===== src/rtl/fpdiv_seq_pkg.sv =====
// Shared definitions for the sequential floating-point divider.
// Default field widths and bias of the 13-bit FP format (sign, 4-bit biased exponent,
// U(8.7) mantissa with explicit leading one) and the control FSM state type.
package fpdiv_seq_pkg;

    localparam int unsigned FP_NB_EXP  = 4;
    localparam int unsigned FP_NB_MANT = 8;
    localparam int unsigned FP_BIAS    = 7;
    // One normalisation bit plus one round bit beyond the mantissa.
    localparam int unsigned FP_NB_ITER = FP_NB_MANT + 2;

    typedef enum logic [1:0] {
        StIdle,
        StDiv,
        StNorm,
        StDone
    } state_t;

endpackage


===== src/rtl/fpdiv_mant_core.sv =====
// Restoring mantissa divider core.
// A start pulse loads remainder = m1 and divisor = m2. Each following cycle performs one
// restoring step and shifts one quotient bit into qr (MSB first). After NB_ITER steps
// qr = floor(m1 * 2^(NB_ITER-1) / m2) for normalised operands.
// Ports:
//   clk_i   : clock, rising edge
//   rst_i   : asynchronous active-high reset
//   start_i : load operands and begin a division
//   m1_i    : dividend mantissa
//   m2_i    : divisor mantissa
//   qr_o    : quotient register
//   done_o  : high in the cycle whose closing edge performs the final step
module fpdiv_mant_core
    import fpdiv_seq_pkg::*;
#(
    parameter int unsigned NB_MANT = FP_NB_MANT,
    parameter int unsigned NB_ITER = FP_NB_ITER
) (
    input  logic               clk_i,
    input  logic               rst_i,
    input  logic               start_i,
    input  logic [NB_MANT-1:0] m1_i,
    input  logic [NB_MANT-1:0] m2_i,
    output logic [NB_ITER-1:0] qr_o,
    output logic               done_o
);

    localparam int unsigned NB_REM = NB_MANT + 2;
    localparam int unsigned NB_CNT = $clog2(NB_ITER);
    localparam logic [NB_CNT-1:0] CNT_LAST = NB_CNT'(NB_ITER - 1);

    logic [NB_REM-1:0]  rem_q, rem_d;
    logic [NB_MANT-1:0] dvs_q;
    logic [NB_ITER-1:0] qr_q;
    logic [NB_CNT-1:0]  cnt_q;
    logic               busy_q;

    logic [NB_REM:0]    trial;
    logic               trial_ge;
    logic [NB_REM-1:0]  rem_keep;

    // One extra bit so the sign of the trial subtraction is visible.
    always_comb begin
        trial    = {1'b0, rem_q} - {{(NB_REM - NB_MANT + 1){1'b0}}, dvs_q};
        trial_ge = ~trial[NB_REM];
        rem_keep = trial_ge ? trial[NB_REM-1:0] : rem_q;
        rem_d    = {rem_keep[NB_REM-2:0], 1'b0};
    end

    always_ff @(posedge clk_i or posedge rst_i) begin
        if (rst_i) begin
            rem_q  <= '0;
            dvs_q  <= '0;
            qr_q   <= '0;
            cnt_q  <= '0;
            busy_q <= 1'b0;
        end else if (start_i) begin
            rem_q  <= {2'b00, m1_i};
            dvs_q  <= m2_i;
            qr_q   <= '0;
            cnt_q  <= '0;
            busy_q <= 1'b1;
        end else if (busy_q) begin
            rem_q <= rem_d;
            qr_q  <= {qr_q[NB_ITER-2:0], trial_ge};
            cnt_q <= cnt_q + 1'b1;
            if (cnt_q == CNT_LAST) begin
                busy_q <= 1'b0;
            end
        end
    end

    assign qr_o   = qr_q;
    assign done_o = busy_q && (cnt_q == CNT_LAST);

endmodule


===== src/rtl/fpdiv_seq.sv =====
// Sequential floating-point divider, o_quot = i_dividend / i_divisor.
// Operands are accepted in IDLE, the mantissa quotient is produced by a restoring core over
// NB_ITER cycles, then normalised, rounded (half-up) and range checked in one cycle.
// Latency from the accept edge to o_valid is fixed for every operand class.
// Ports:
//   i_clock    : clock, rising edge
//   i_reset    : asynchronous active-high reset
//   i_valid    : request; operands sampled when i_valid & o_ready
//   i_dividend : dividend
//   i_divisor  : divisor
//   o_ready    : high only in IDLE
//   o_valid    : one-cycle result strobe
//   o_quot     : quotient, held until the next result
module fpdiv_seq
    import fpdiv_seq_pkg::*;
#(
    parameter int unsigned NB_EXP  = FP_NB_EXP,
    parameter int unsigned NB_MANT = FP_NB_MANT,
    parameter int unsigned BIAS    = FP_BIAS,
    parameter int unsigned NB_ITER = FP_NB_ITER
) (
    input  logic                          i_clock,
    input  logic                          i_reset,
    input  logic                          i_valid,
    input  logic [NB_EXP+NB_MANT:0]       i_dividend,
    input  logic [NB_EXP+NB_MANT:0]       i_divisor,
    output logic                          o_ready,
    output logic                          o_valid,
    output logic [NB_EXP+NB_MANT:0]       o_quot
);

    localparam int unsigned NB_DATA = 1 + NB_EXP + NB_MANT;
    localparam int unsigned NB_MAG  = NB_DATA - 1;
    // Exponent arithmetic is done two bits wider and signed to catch over/underflow.
    localparam int unsigned NB_E    = NB_EXP + 2;

    localparam logic [NB_EXP-1:0] EXP_ONES = '1;
    localparam logic [NB_EXP-1:0] EXP_BIAS = NB_EXP'(BIAS);
    localparam logic [NB_MAG-1:0] MAG_INF  = {EXP_ONES, {NB_MANT{1'b0}}};
    localparam logic [NB_MAG-1:0] MAG_ZERO = {EXP_BIAS, {NB_MANT{1'b0}}};
    localparam logic [NB_MAG-1:0] MAG_NAN  = {EXP_ONES, 1'b1, {(NB_MANT - 1){1'b0}}};

    localparam logic signed [NB_E-1:0] E_BIAS = NB_E'(BIAS);
    localparam logic signed [NB_E-1:0] E_ONE  = NB_E'(1);
    localparam logic signed [NB_E-1:0] E_MAX  = NB_E'((1 << NB_EXP) - 2);

    state_t state_q, state_d;

    logic start;
    logic norm_en;
    logic core_done;
    logic [NB_ITER-1:0] qr;

    // Captured operand information.
    logic                   sign_q;
    logic signed [NB_E-1:0] exp_q;
    logic                   spec_hit_q;
    logic [NB_DATA-1:0]     spec_val_q;
    logic [NB_DATA-1:0]     quot_q;

    // Operand classification.
    logic [NB_MAG-1:0]      mag_a, mag_b;
    logic                   a_nan, a_inf, a_zero, b_nan, b_inf, b_zero;
    logic                   sign_in;
    logic                   spec_hit_d;
    logic [NB_DATA-1:0]     spec_val_d;
    logic signed [NB_E-1:0] exp_a_ext, exp_b_ext, exp_in;

    // Normalisation and rounding.
    logic [NB_MANT:0]       mant_sum;
    logic [NB_MANT-1:0]     mant_rnd;
    logic signed [NB_E-1:0] exp_norm;
    logic [NB_DATA-1:0]     quot_d;

    // ---------------------------------------------------------------- FSM
    always_ff @(posedge i_clock or posedge i_reset) begin
        if (i_reset) begin
            state_q <= StIdle;
        end else begin
            state_q <= state_d;
        end
    end

    always_comb begin
        state_d = state_q;
        unique case (state_q)
            StIdle:  if (i_valid) state_d = StDiv;
            StDiv:   if (core_done) state_d = StNorm;
            StNorm:  state_d = StDone;
            StDone:  state_d = StIdle;
            default: state_d = StIdle;
        endcase
    end

    always_comb begin
        o_ready = (state_q == StIdle);
        o_valid = (state_q == StDone);
        start   = (state_q == StIdle) && i_valid;
        norm_en = (state_q == StNorm);
    end

    // ---------------------------------------------------------------- classification
    always_comb begin
        mag_a  = i_dividend[NB_MAG-1:0];
        mag_b  = i_divisor[NB_MAG-1:0];
        a_nan  = (mag_a == MAG_NAN);
        a_inf  = (mag_a == MAG_INF);
        a_zero = (mag_a == MAG_ZERO);
        b_nan  = (mag_b == MAG_NAN);
        b_inf  = (mag_b == MAG_INF);
        b_zero = (mag_b == MAG_ZERO);

        sign_in    = i_dividend[NB_DATA-1] ^ i_divisor[NB_DATA-1];
        spec_hit_d = 1'b1;
        spec_val_d = {1'b1, MAG_NAN};
        // Priority order matters: 0/0 and inf/inf are NaN before the inf/zero rules apply.
        if (a_nan || b_nan || (a_zero && b_zero) || (a_inf && b_inf)) begin
            spec_val_d = {1'b1, MAG_NAN};
        end else if (a_inf || b_zero) begin
            spec_val_d = {sign_in, MAG_INF};
        end else if (a_zero || b_inf) begin
            spec_val_d = {sign_in, MAG_ZERO};
        end else begin
            spec_hit_d = 1'b0;
        end

        exp_a_ext = signed'({2'b00, i_dividend[NB_MANT +: NB_EXP]});
        exp_b_ext = signed'({2'b00, i_divisor[NB_MANT +: NB_EXP]});
        exp_in    = exp_a_ext - exp_b_ext + E_BIAS;
    end

    // ---------------------------------------------------------------- normalise / round
    always_comb begin
        if (qr[NB_ITER-1]) begin
            mant_sum = {1'b0, qr[NB_ITER-1:2]} + {{NB_MANT{1'b0}}, qr[1]};
            exp_norm = exp_q;
        end else begin
            mant_sum = {1'b0, qr[NB_ITER-2:1]} + {{NB_MANT{1'b0}}, qr[0]};
            exp_norm = exp_q - E_ONE;
        end
        // Carry-out only possible for non-normalised operands; saturate instead of wrapping.
        mant_rnd = mant_sum[NB_MANT] ? {NB_MANT{1'b1}} : mant_sum[NB_MANT-1:0];

        if (spec_hit_q) begin
            quot_d = spec_val_q;
        end else if (exp_norm > E_MAX) begin
            quot_d = {sign_q, MAG_INF};
        end else if (exp_norm[NB_E-1]) begin
            quot_d = {sign_q, MAG_ZERO};
        end else begin
            quot_d = {sign_q, exp_norm[NB_EXP-1:0], mant_rnd};
        end
    end

    // ---------------------------------------------------------------- datapath registers
    always_ff @(posedge i_clock or posedge i_reset) begin
        if (i_reset) begin
            sign_q     <= 1'b0;
            exp_q      <= '0;
            spec_hit_q <= 1'b0;
            spec_val_q <= '0;
            quot_q     <= {1'b0, MAG_ZERO};
        end else begin
            if (start) begin
                sign_q     <= sign_in;
                exp_q      <= exp_in;
                spec_hit_q <= spec_hit_d;
                spec_val_q <= spec_val_d;
            end
            if (norm_en) begin
                quot_q <= quot_d;
            end
        end
    end

    assign o_quot = quot_q;

    fpdiv_mant_core #(
        .NB_MANT (NB_MANT),
        .NB_ITER (NB_ITER)
    ) u_mant_core (
        .clk_i   (i_clock),
        .rst_i   (i_reset),
        .start_i (start),
        .m1_i    (i_dividend[NB_MANT-1:0]),
        .m2_i    (i_divisor[NB_MANT-1:0]),
        .qr_o    (qr),
        .done_o  (core_done)
    );

endmodule

===== config.mk =====
export PLATFORM = sky130hd
export DESIGN_NAME = fpdiv_seq
export DESIGN_NICKNAME = d
export VERILOG_FILES = /design/src/rtl/fpdiv_seq_pkg.sv /design/src/rtl/fpdiv_mant_core.sv /design/src/rtl/fpdiv_seq.sv
export SDC_FILE = /design/constraint.sdc
export NUM_CORES = 1
export LEC_CHECK = 0
export BUFFER_PORTS_ARGS = -buffer_cell sky130_fd_sc_hd__buf_2
export CAP_MARGIN = 20
export CORE_UTILIZATION = 64
export CTS_CLUSTER_SIZE = 8
export DETAILED_ROUTE_END_ITERATION = 8
export GPL_TIMING_DRIVEN = 0
export PLACE_DENSITY_LB_ADDON = 0.2
export SETUP_SLACK_MARGIN = 0.2
export SLEW_MARGIN = 20
export SYNTH_ARGS = -nofsm -noshare
export SYNTH_HDL_FRONTEND = slang
export SYNTH_SLANG_ARGS = --single-unit

===== constraint.sdc =====
create_clock -name i_clock -period 3.5 [get_ports i_clock]
set_clock_uncertainty 0.15 [all_clocks]
set_input_delay 0.175 -clock i_clock [delete_from_list [all_inputs] [get_ports i_clock]]
set_output_delay 0.175 -clock i_clock [all_outputs]
set_load 0.05 [all_outputs]

Yosys cells after proc, flatten, opt, wreduce, memory -nomap -nowiden

Cells that the tools add are included.

Reduce and logical (&&, ||, !) cells: 12
Order comparisons: 1
Equality and inequality tests: 12
Bitwise logic cells: 2
Muxes and demuxes: 25
Add/subtract/negate cells: 7

Operators with widths:

| operator               | number |
|---|---|
| $mux W13               | 4 |
| $eq A12 B12 Y1 const B | 4 |
| $mux W10               | 4 |
| $eq A12 B11 Y1 const B | 2 |
| $mux W12               | 2 |
| $add A8 B1 Y9          | 2 |
| $mux W9                | 2 |
| $sub A10 B8 Y11        | 1 |
| $mux W4                | 2 |
| $mux W8                | 1 |
| $pmux W2 S4            | 1 |
| $add A5 B4 Y6 const B  | 1 |
| $gt A6 B5 Y1 const B   | 1 |
| $mux W1                | 6 |
| $mux W6                | 1 |
| $sub A6 B2 Y6 const B  | 1 |
| $logic_or A1 B1 Y1     | 5 |
| $sub A4 B4 Y5          | 1 |
| $add A4 B1 Y4 const B  | 1 |
| $eq A2 B2 Y1 const B   | 2 |
| $eq A4 B4 Y1 const B   | 1 |
| $logic_and A1 B1 Y1    | 4 |
| $mux W2                | 2 |
| $ne A2 B2 Y1 const B   | 2 |
| 6 further kinds        | 6 |

Output and inout bits: 15
Logic and storage cells: 70
Bits of input ports: 29
Register bits after elaboration: 69

Logic depth before layout (Yosys ltp)

Gate-level depths: netlist of run 1.

Depth after elaboration: 6
Depth in mapped cells: 10
Gate-level depth less buffers: 10

Cells and area by module

From an unflattened synthesis of run 1, not the netlist that was laid out.

Cell total of the unflattened synthesis: 428
Area, all modules: 3,911.3 µm²

By module, submodules not included:

| module          | area an instance (µm²) | times used | seq. area each (µm²) | cells each |
|---|---|---|---|---|
| fpdiv_seq       | 2,070.7                | 1          | 679.4                | 246 |
| fpdiv_mant_core | 1,840.5                | 1          | 825.8                | 182 |

Least setup slack after synthesis of run 1

Ideal clock, no wire load.

Path kind: reg2reg
From: register u_mant_core.dvs_q[0]
To: register u_mant_core.rem_q[3]
Period minus slack after synthesis: 2.262 ns
Setup slack: 1.238 ns
Setup time: 0.130 ns
Stages on the path, launching flop included: 8
Data required time: 3.220 ns
Buffers on the path: 0
Arrival time: 1.982 ns
Path through: dfrtp_1 -> ha_1 -> fa_1 -> nand2b_1 -> a21boi_1 -> a2bb2oi_1 -> mux2i_1 -> o21ai_0

Longest elaborated chain between the ends: 4

Ends and longest elaborated chain:

| element                | RTL line              | RTL |
|---|---|---|
| start, declared        | fpdiv_mant_core.sv:33 | `logic [NB_MANT-1:0] dvs_q;` |
| start signal, assigned | fpdiv_mant_core.sv:59 | `dvs_q <= m2_i;` |
| $sub A10 B8 Y11        | fpdiv_mant_core.sv:44 | `trial = {1'b0, rem_q} - {{(NB_REM - NB_MANT + 1){1'b0}}, dvs_q};` |
| $mux W9                | fpdiv_mant_core.sv:46 | `rem_keep = trial_ge ? trial[NB_REM-1:0] : rem_q;` |
| $mux W10               | fpdiv_mant_core.sv:63 | `end else if (busy_q) begin` |
| $mux W10               | fpdiv_mant_core.sv:57 | `end else if (start_i) begin` |
| end signal, assigned   | fpdiv_mant_core.sv:58 | `rem_q <= {2'b00, m1_i};` |
| end signal, assigned   | fpdiv_mant_core.sv:64 | `rem_q <= rem_d;` |
| end, declared          | fpdiv_mant_core.sv:32 | `logic [NB_REM-1:0] rem_q, rem_d;` |

Every way passes these cells. The select of a mux whose other input is x is not followed.
A chain may end at the register's enable or synchronous reset.

Final worst setup path of run 1

Same ends and word-level chain as after synthesis.

==> out/results.tsv, run 1 <==
stage	metric	value	unit
status	outcome	completed	
timing	period utilisation layout	0.764	
synth	Post-Syn Area	0.00392	sq mm
routing	mean number of vias per cell	6.14	
power_and_ir_drop	total power draw	4.54	mW
global_route	grt ovf	0	
synth	Syn Inst Count	444	
clock_network	Num CTS Buffers	9	
critical_path	Arr. time, crit path	2730	ps
layout	Ant. Diodes	0	
power_and_ir_drop	Comb power frac	0.592	
routing	DRT iter0 DRCs	177	
synth	sequential area share after synthesis	0.384	
run	Max-Cap Viols	0	
power_and_ir_drop	sw power	2.15	mW
die	core area	0.00592	sq mm
routing	DR vias	3646	
synth	post-synthesis async set-or-reset flop share	1.00	
synth	post-synth cell types	59	
synth	Ys Warns	0	
clock_network	H-tree Lvls	3	
timing	fin. max-slew vios	0	
timing	Max transition margin	0.562	
clock_network	clock latency on the worst-skew pair	340	ps
power_and_ir_drop	Pleak	2.10	nW
routing	Final ANT Viol Nets	0	
die	io pins	44	
die	die height	80.3	um
clock_network	clock sink total	60	
timing	setup ws final	827	ps
global_route	vias in the first global route	3442	
placement	placer congestion estimate	0.872	
global_route	antenna violations before repair	0	
timing	worst-margin pin slew	651	ps
synth	cell taking the most area after synthesis	dfrtp_1	
die	Initial Util	0.662	
layout	nets@finish	569	
routing	DRC violations left	0	
synth	Syn Nets	499	
critical_path	Max Fanout on Critical Path	4	
power_and_ir_drop	Peak VDD IR	0.927	mV
layout	proportion of layout cells with a drive suffix above 1	0.146	
timing	RSZ-0062 raised after global routing	false	
clock_network	Reg clk slew, reported paths	70	ps
hold_path	Worst Hold Class	primary input to flip-flop	
synth	dominant cells by area after synthesis	dfrtp_1 36%, ha_1 7.7%, o21ai_0 4.2%	
routing	DR WL/cell	16.1	um
critical_path	CP required	3560	ps
global_route	first-pass GRT wire length	15.8	mm
clock_network	Post-CTS Repair Setup Buffers	0	
placement	Post-DP HPWL	6.86	mm
power_and_ir_drop	Sw Ratio	0.474	
timing	Final Hold Vio Count	0	
die	row count	28	
synth	dominant synthesized flop cell	dfrtp_1	
synth	Post-synth EDFFs	0	
die	Die ar.	0.00644	sq mm
critical_path	Setup Crit Path Kind	flip-flop to flip-flop	
synth	top cells by count, synth	57 x dfrtp_1, 37 x inv_1, 37 x nand2_1	
critical_path	endpoint type of the worst setup path	flip-flop	
power_and_ir_drop	Internal	2.39	mW
placement	port bufs	43	
synth	syn_area_per_cell	8.83	sq um
synth	Synth top area share	0.364	
critical_path	startpoint types	flip-flop	
layout	Area Growth Syn to Fin	17.3	%
clock_network	Gates resized, CTS repair	0	
routing	WL final	9.57	mm
timing	final number of setup-violating endpoints	0	
placement	pre-CTS setup slack	928	ps
global_route	Total GRT Usage	0.324	
synth	synthesis-stage register bit count	60	
timing	Fin Setup TNS	0	ps
power_and_ir_drop	clock power share	0.131	
power_and_ir_drop	power density cells	987	mW/mm^2
timing	Max Freq	374	MHz
clock_network	CTS tree	yes	
clock_network	CTS Buffer Depth	2	
power_and_ir_drop	Seq pwr share	0.278	
routing	Initial DRT Pass Iterations	5	
clock_network	CTS Root Cell	clkbuf_8	
global_route	largest net degree at the start of global routing	61	
die	Die Wd	80.3	um
synth	count leader, synth	dfrtp_1	
timing	post-layout min period	2670	ps
-- cell usage in the layout, fill, tap and decap left out, types with 4 or more instances in the layout --
cell type / instances
ha_1: 24
nand2b_1: 4
and3_1: 9
inv_1: 36
clkbuf_1: 19
and2_1: 4
dlygate4sd3_1: 15
o21ai_0: 33
xor2_1: 7
buf_2: 43
mux2i_1: 15
or4_4: 4
o22ai_1: 11
o21a_1: 6
nor2b_1: 5
nor2_1: 28
clkbuf_8: 12
or3_1: 7
nand2_1: 37
dfrtp_1: 57
o31ai_1: 5
nand4_1: 5
nor4_1: 6
a211oi_1: 6
a21oi_1: 32
nand3_1: 13
xnor2_1: 9
nor3_1: 10
-- sequential cells by signal (all words and copies together) (netlist names) --
signal / count
u_mant_core.dvs_q: 8
u_mant_core.busy_q: 1
state_q: 2
u_mant_core.rem_q: 10
u_mant_core.cnt_q: 4
u_mant_core.qr_o: 10
exp_q: 6
sign_q: 1
spec_val_q: 4
spec_hit_q: 1
o_quot: 13
-- final cells by class --
type                    count  area, sq um
multi-input cells         327         2200
clock inverters             4         22.5
flip-flops and latches     60         1510
clock buffers              12          165
repair buffers             59          393
inverters                  37          141
plain buffers              20         75.1
fillers                   410         1320
well taps                  75         93.8
-- path summary, 6_finish.rpt --
path,slack (ps),depth (start not counted),to,start
min in group asynchronous,280,4,u_mant_core.rem_q[9],i_reset
max in group asynchronous,2620,4,o_quot[10],i_reset
setup reg to reg,830,7,u_mant_core.rem_q[3],u_mant_core.dvs_q[0]
setup / recovery,830,7,u_mant_core.rem_q[3],u_mant_core.dvs_q[0]
hold reg to reg,330,2,o_quot[9],o_quot[9]
hold / removal,30,3,sign_q,i_dividend[12]
-- power by group through the flow --
| stage | Sequential [mW] | Combinational, mW | Clock (mW) |
|---|---|---|---|
| 6_report | 1.26 | 2.68 | 0.594 |
| 5_1_grt | 1.30 | 2.99 | 0.629 |
| 4_1_cts | 1.26 | 2.66 | 0.596 |
| 3_5_place_dp | 1.27 | 2.64 | 0 |
| 3_3_place_gp | 1.25 | 2.57 | 0 |
| 2_1_floorplan | 1.40 | 1.91 | 0 |
-- stage by stage --
stage,std cells,hold slack [ps],utilization,cell area (sq um)
finish,594,26.8,0.776,4600
global route,594,21.5,0.776,4600
CTS,594,4.30,0.776,4600
detailed placement,563,109,0.719,4260
global placement,562,245,0.714,4230
floorplan,444,130,-,3920
-- worst max-delay path: stages, from the launching register on --
cell,delay (ps)
dfrtp_1,390
ha_1,230
fa_1,420
nand2b_1,210
a21boi_1,260
a2bb2oi_1,500
mux2i_1,280
o21ai_0,110
-- layer usage --
metal	up-vias	share of wire	global-route usage
met5	-	0	0
met1	1737	0.43	0.388
met3	26	0.053	0.0716
met2	134	0.49	0.548
li1	1749	-	-
met4	0	0.036	0.161
-- repair_timing --
action | 4_1_cts | 5_1_grt
hold endpoints to repair | 71 | 0
setup endpoints to repair | 0 | 0
hold buffers | 15 | 0
-- logic make-up after synthesis --
family,count (synthesis),share of synthesized area
xor+xnor,16,0.0357
compound gates,121,0.195
simple gates,147,0.199
mux,17,0.0440
fa+ha+maj,26,0.0868
buf+inv,57,0.0546
flops,60,0.384
Power figures use the tool's default switching activity.
==> run 2: changes to the inputs <==
--- a/config.mk
+++ b/config.mk
@@ -7,7 +7,7 @@
 export LEC_CHECK = 0
 export BUFFER_PORTS_ARGS = -buffer_cell sky130_fd_sc_hd__buf_2
 export CAP_MARGIN = 20
-export CORE_UTILIZATION = 64
+export CORE_UTILIZATION = 59
 export CTS_CLUSTER_SIZE = 8
 export DETAILED_ROUTE_END_ITERATION = 8
 export GPL_TIMING_DRIVEN = 0
==> constraint.sdc (replaced) <==
create_clock -name i_clock -period 2.7 [get_ports i_clock]
set_clock_uncertainty 0.15 [all_clocks]
set_input_delay 0.135 -clock i_clock [delete_from_list [all_inputs] [get_ports i_clock]]
set_output_delay 0.135 -clock i_clock [all_outputs]
set_load 0.05 [all_outputs]
==> run 2 against run 1 <==
  * Clock power up 38%
  * Via count down 1.3%
  * Routed wire length up 0.13%
  * Sequential share of layout area down 0.51 points
  * Final area up 1.6%
  * Flip-flop and latch count unchanged
  * First-iteration DRC count up 16%
  * Worst hold slack worse by 2.1 ps
  * Count of clock-buffer cells in the layout down 2
  * Worst setup slack worse by 590 ps
  * Critical endpoint is now u_mant_core.rem_q[4]
  * Largest cell class unchanged
==> out/results.tsv, run 2 (same netlist as run 1, synthesis figures left out) <==
stage	metric	value	unit	change
status	outcome	completed		
die	core area	0.00639	sq mm	+7.9%
layout	filler-free cell count of the finished design	599		+0.84%
critical_path	endpoint type of the worst setup path	flip-flop		
global_route	largest net degree at the start of global routing	50		-18%
die	io pins	44		unchanged
routing	DR WL/cell	16.0	um	-0.71%
critical_path	CP required	2760	ps	-800 ps
clock_network	Num CTS Buffers	9		unchanged
layout	Final Util	0.731		-0.0452
layout	max reg flops	13		unchanged
clock_network	clock latency on the worst-skew pair	340	ps	about the same
layout	nets@finish	573		+0.70%
clock_network	CTS Buffer Depth	2		unchanged
die	Die Wd	83.5	um	+4.0%
hold_path	Worst Hold Class	primary input to flip-flop		
critical_path	slowest stage cell, crit path	fa_1		
timing	final number of setup-violating endpoints	0		unchanged
layout	proportion of layout cells with a drive suffix above 1	0.159		+0.0126
critical_path	CP Cell Sequence	ha_1 -> fa_1 -> nand2b_1 -> a21boi_2 -> a2bb2oi_2 -> mux2i_1 -> o21ai_0		
clock_network	H-tree Lvls	3		unchanged
routing	WL final	9.59	mm	+0.13%
placement	port bufs	43		unchanged
timing	RSZ-0062 raised after global routing	true		
placement	placer congestion estimate	0.912		+4.7%
global_route	Total GRT Usage	0.294		-0.0304
timing	Fin Setup TNS	0	ps	unchanged
critical_path	startpoint types	flip-flop		
timing	period utilisation layout	0.911		+0.147
layout	# fillers	495		+21%
layout	Area Growth Syn to Fin	19.1	%	
global_route	vias in the first global route	3526		+2.4%
layout	most common cell after layout, fill and taps aside	dfrtp_1		
timing	Max Freq	407	MHz	+8.7%
layout	Multi-input gate area	0.00223	sq mm	+1.3%
timing	Final Hold Vio Count	0		unchanged
routing	Final ANT Viol Nets	0		unchanged
timing	post-layout min period	2460	ps	-213 ps
placement	Placement Cell Area	0.00426	sq mm	about the same
hold_path	Worst Hold Path EP	u_mant_core.rem_q[7]		
die	Initial Util	0.614		-0.0483
hold_path	Worst Hold Depth	3		unchanged
timing	hold slack	24.8	ps	-2.05 ps
routing	DRT iter0 DRCs	206		+16%
routing	DR vias	3597		-1.3%
power_and_ir_drop	Pleak	2.13	nW	+1.4%
clock_network	CTS tree	yes		
die	Die ar.	0.00697	sq mm	+8.3%
global_route	first-pass GRT wire length	16.3	mm	+2.9%
critical_path	Worst path max stage delay	410	ps	-90 ps
global_route	grt ovf	0		unchanged
clock_network	Reg clk slew, reported paths	70	ps	about the same
placement	dpl cells	565		+0.36%
critical_path	r2r startpoint	u_mant_core.dvs_q[0]		
layout	register area	0.00151	sq mm	unchanged
layout	cell area after layout	0.00467	sq mm	+1.6%
die	die height	83.5	um	+4.0%
critical_path	Max Fanout on Critical Path	4		unchanged
clock_network	clock sink total	60		unchanged
critical_path	Setup Crit Path Kind	flip-flop to flip-flop		
routing	Initial DRT Pass Iterations	4		-1
global_route	antenna violations before repair	0		unchanged
placement	Post-DP HPWL	6.96	mm	+1.4%
power_and_ir_drop	power density cells	1300	mW/mm^2	+31%
critical_path	Arr. time, crit path	2510	ps	-220 ps
critical_path	reg-to-reg endpoint	u_mant_core.rem_q[4]		
layout	most frequent cells in the layout	57 x dfrtp_1, 43 x buf_2, 37 x nand2_1		
timing	Max transition margin	0.538		-0.0243
routing	mean number of vias per cell	6.01		-2.2%
routing	DRC violations left	0		unchanged
critical_path	flop2flop setup slack	240	ps	-590 ps
run	Max-Cap Viols	0		unchanged
hold_path	min-delay src	i_dividend[7]		
layout	Ant. Diodes	0		unchanged
timing	worst-margin pin slew	694	ps	+42.4 ps
clock_network	CTS Root Cell	clkbuf_8		
timing	fin. max-slew vios	0		unchanged
power_and_ir_drop	Peak VDD IR	0.899	mV	-3.0%
critical_path	R2R depth	7		unchanged
die	row count	29		+3.6%
-- run 2: worst max-delay path: cells and delay by family (launching register included) --
family | cells | cell delay, ps
DFF | 1 | 390
and+or+nand+nor | 1 | 250
muxes | 1 | 220
adders and majority gates | 2 | 650
AOI/OAI and AO/OA | 3 | 680
-- run 2: per-stage QoR --
step | power (mW) | setup slack, ps
after detailed placement | 5.06 | 136
after CTS | 5.95 | 170
final | 6.06 | 240
after global placement | 4.93 | 163
after global routing | 6.54 | 131
after floorplan | 4.29 | 438
-- run 2: worst max-delay path by stage --
stage,from,to,cells past startpoint
final,u_mant_core.dvs_q[0],u_mant_core.rem_q[4],7
after floorplan,u_mant_core.dvs_q[0],u_mant_core.rem_q[3],7
after global routing,u_mant_core.rem_q[0],u_mant_core.rem_q[4],8
after detailed placement,u_mant_core.dvs_q[0],u_mant_core.rem_q[4],7
after global placement,u_mant_core.dvs_q[0],u_mant_core.rem_q[3],7
after CTS,u_mant_core.dvs_q[5],u_mant_core.rem_q[9],7
-- run 2: cell type report --
class / instances / area share
multi-input combinational: 327 / 0.477
inverter: 37 / 0.0303
clock inverter: 5 / 0.0113
buffer: 20 / 0.0166
clock buffer: 10 / 0.0295
sequential: 60 / 0.322
tap: 77 / 0.0206
timing repair buffer: 63 / 0.0922
-- run 2: what timing repair did --
item,4_1_cts,5_1_grt
resized for setup,2,9
cloned,0,0
hold endpoints to repair,73,0
pin swaps,0,1
setup buffers,0,1
hold buffers,18,0
setup endpoints to repair,6,21
-- run 2: routing by layer --
layer	routed length [um]	global-route usage
met4	265	0.117
met1	4140	0.361
met2	4630	0.503
met3	553	0.0653
met5	0	0
-- run 2: power by group --
group | switching (mW) | total [mW] | internal [mW]
sequential | 0.310 | 1.63 | 1.32
clock | 0.375 | 0.817 | 0.441
combinational | 2.19 | 3.61 | 1.43
total | 2.87 | 6.06 | 3.19
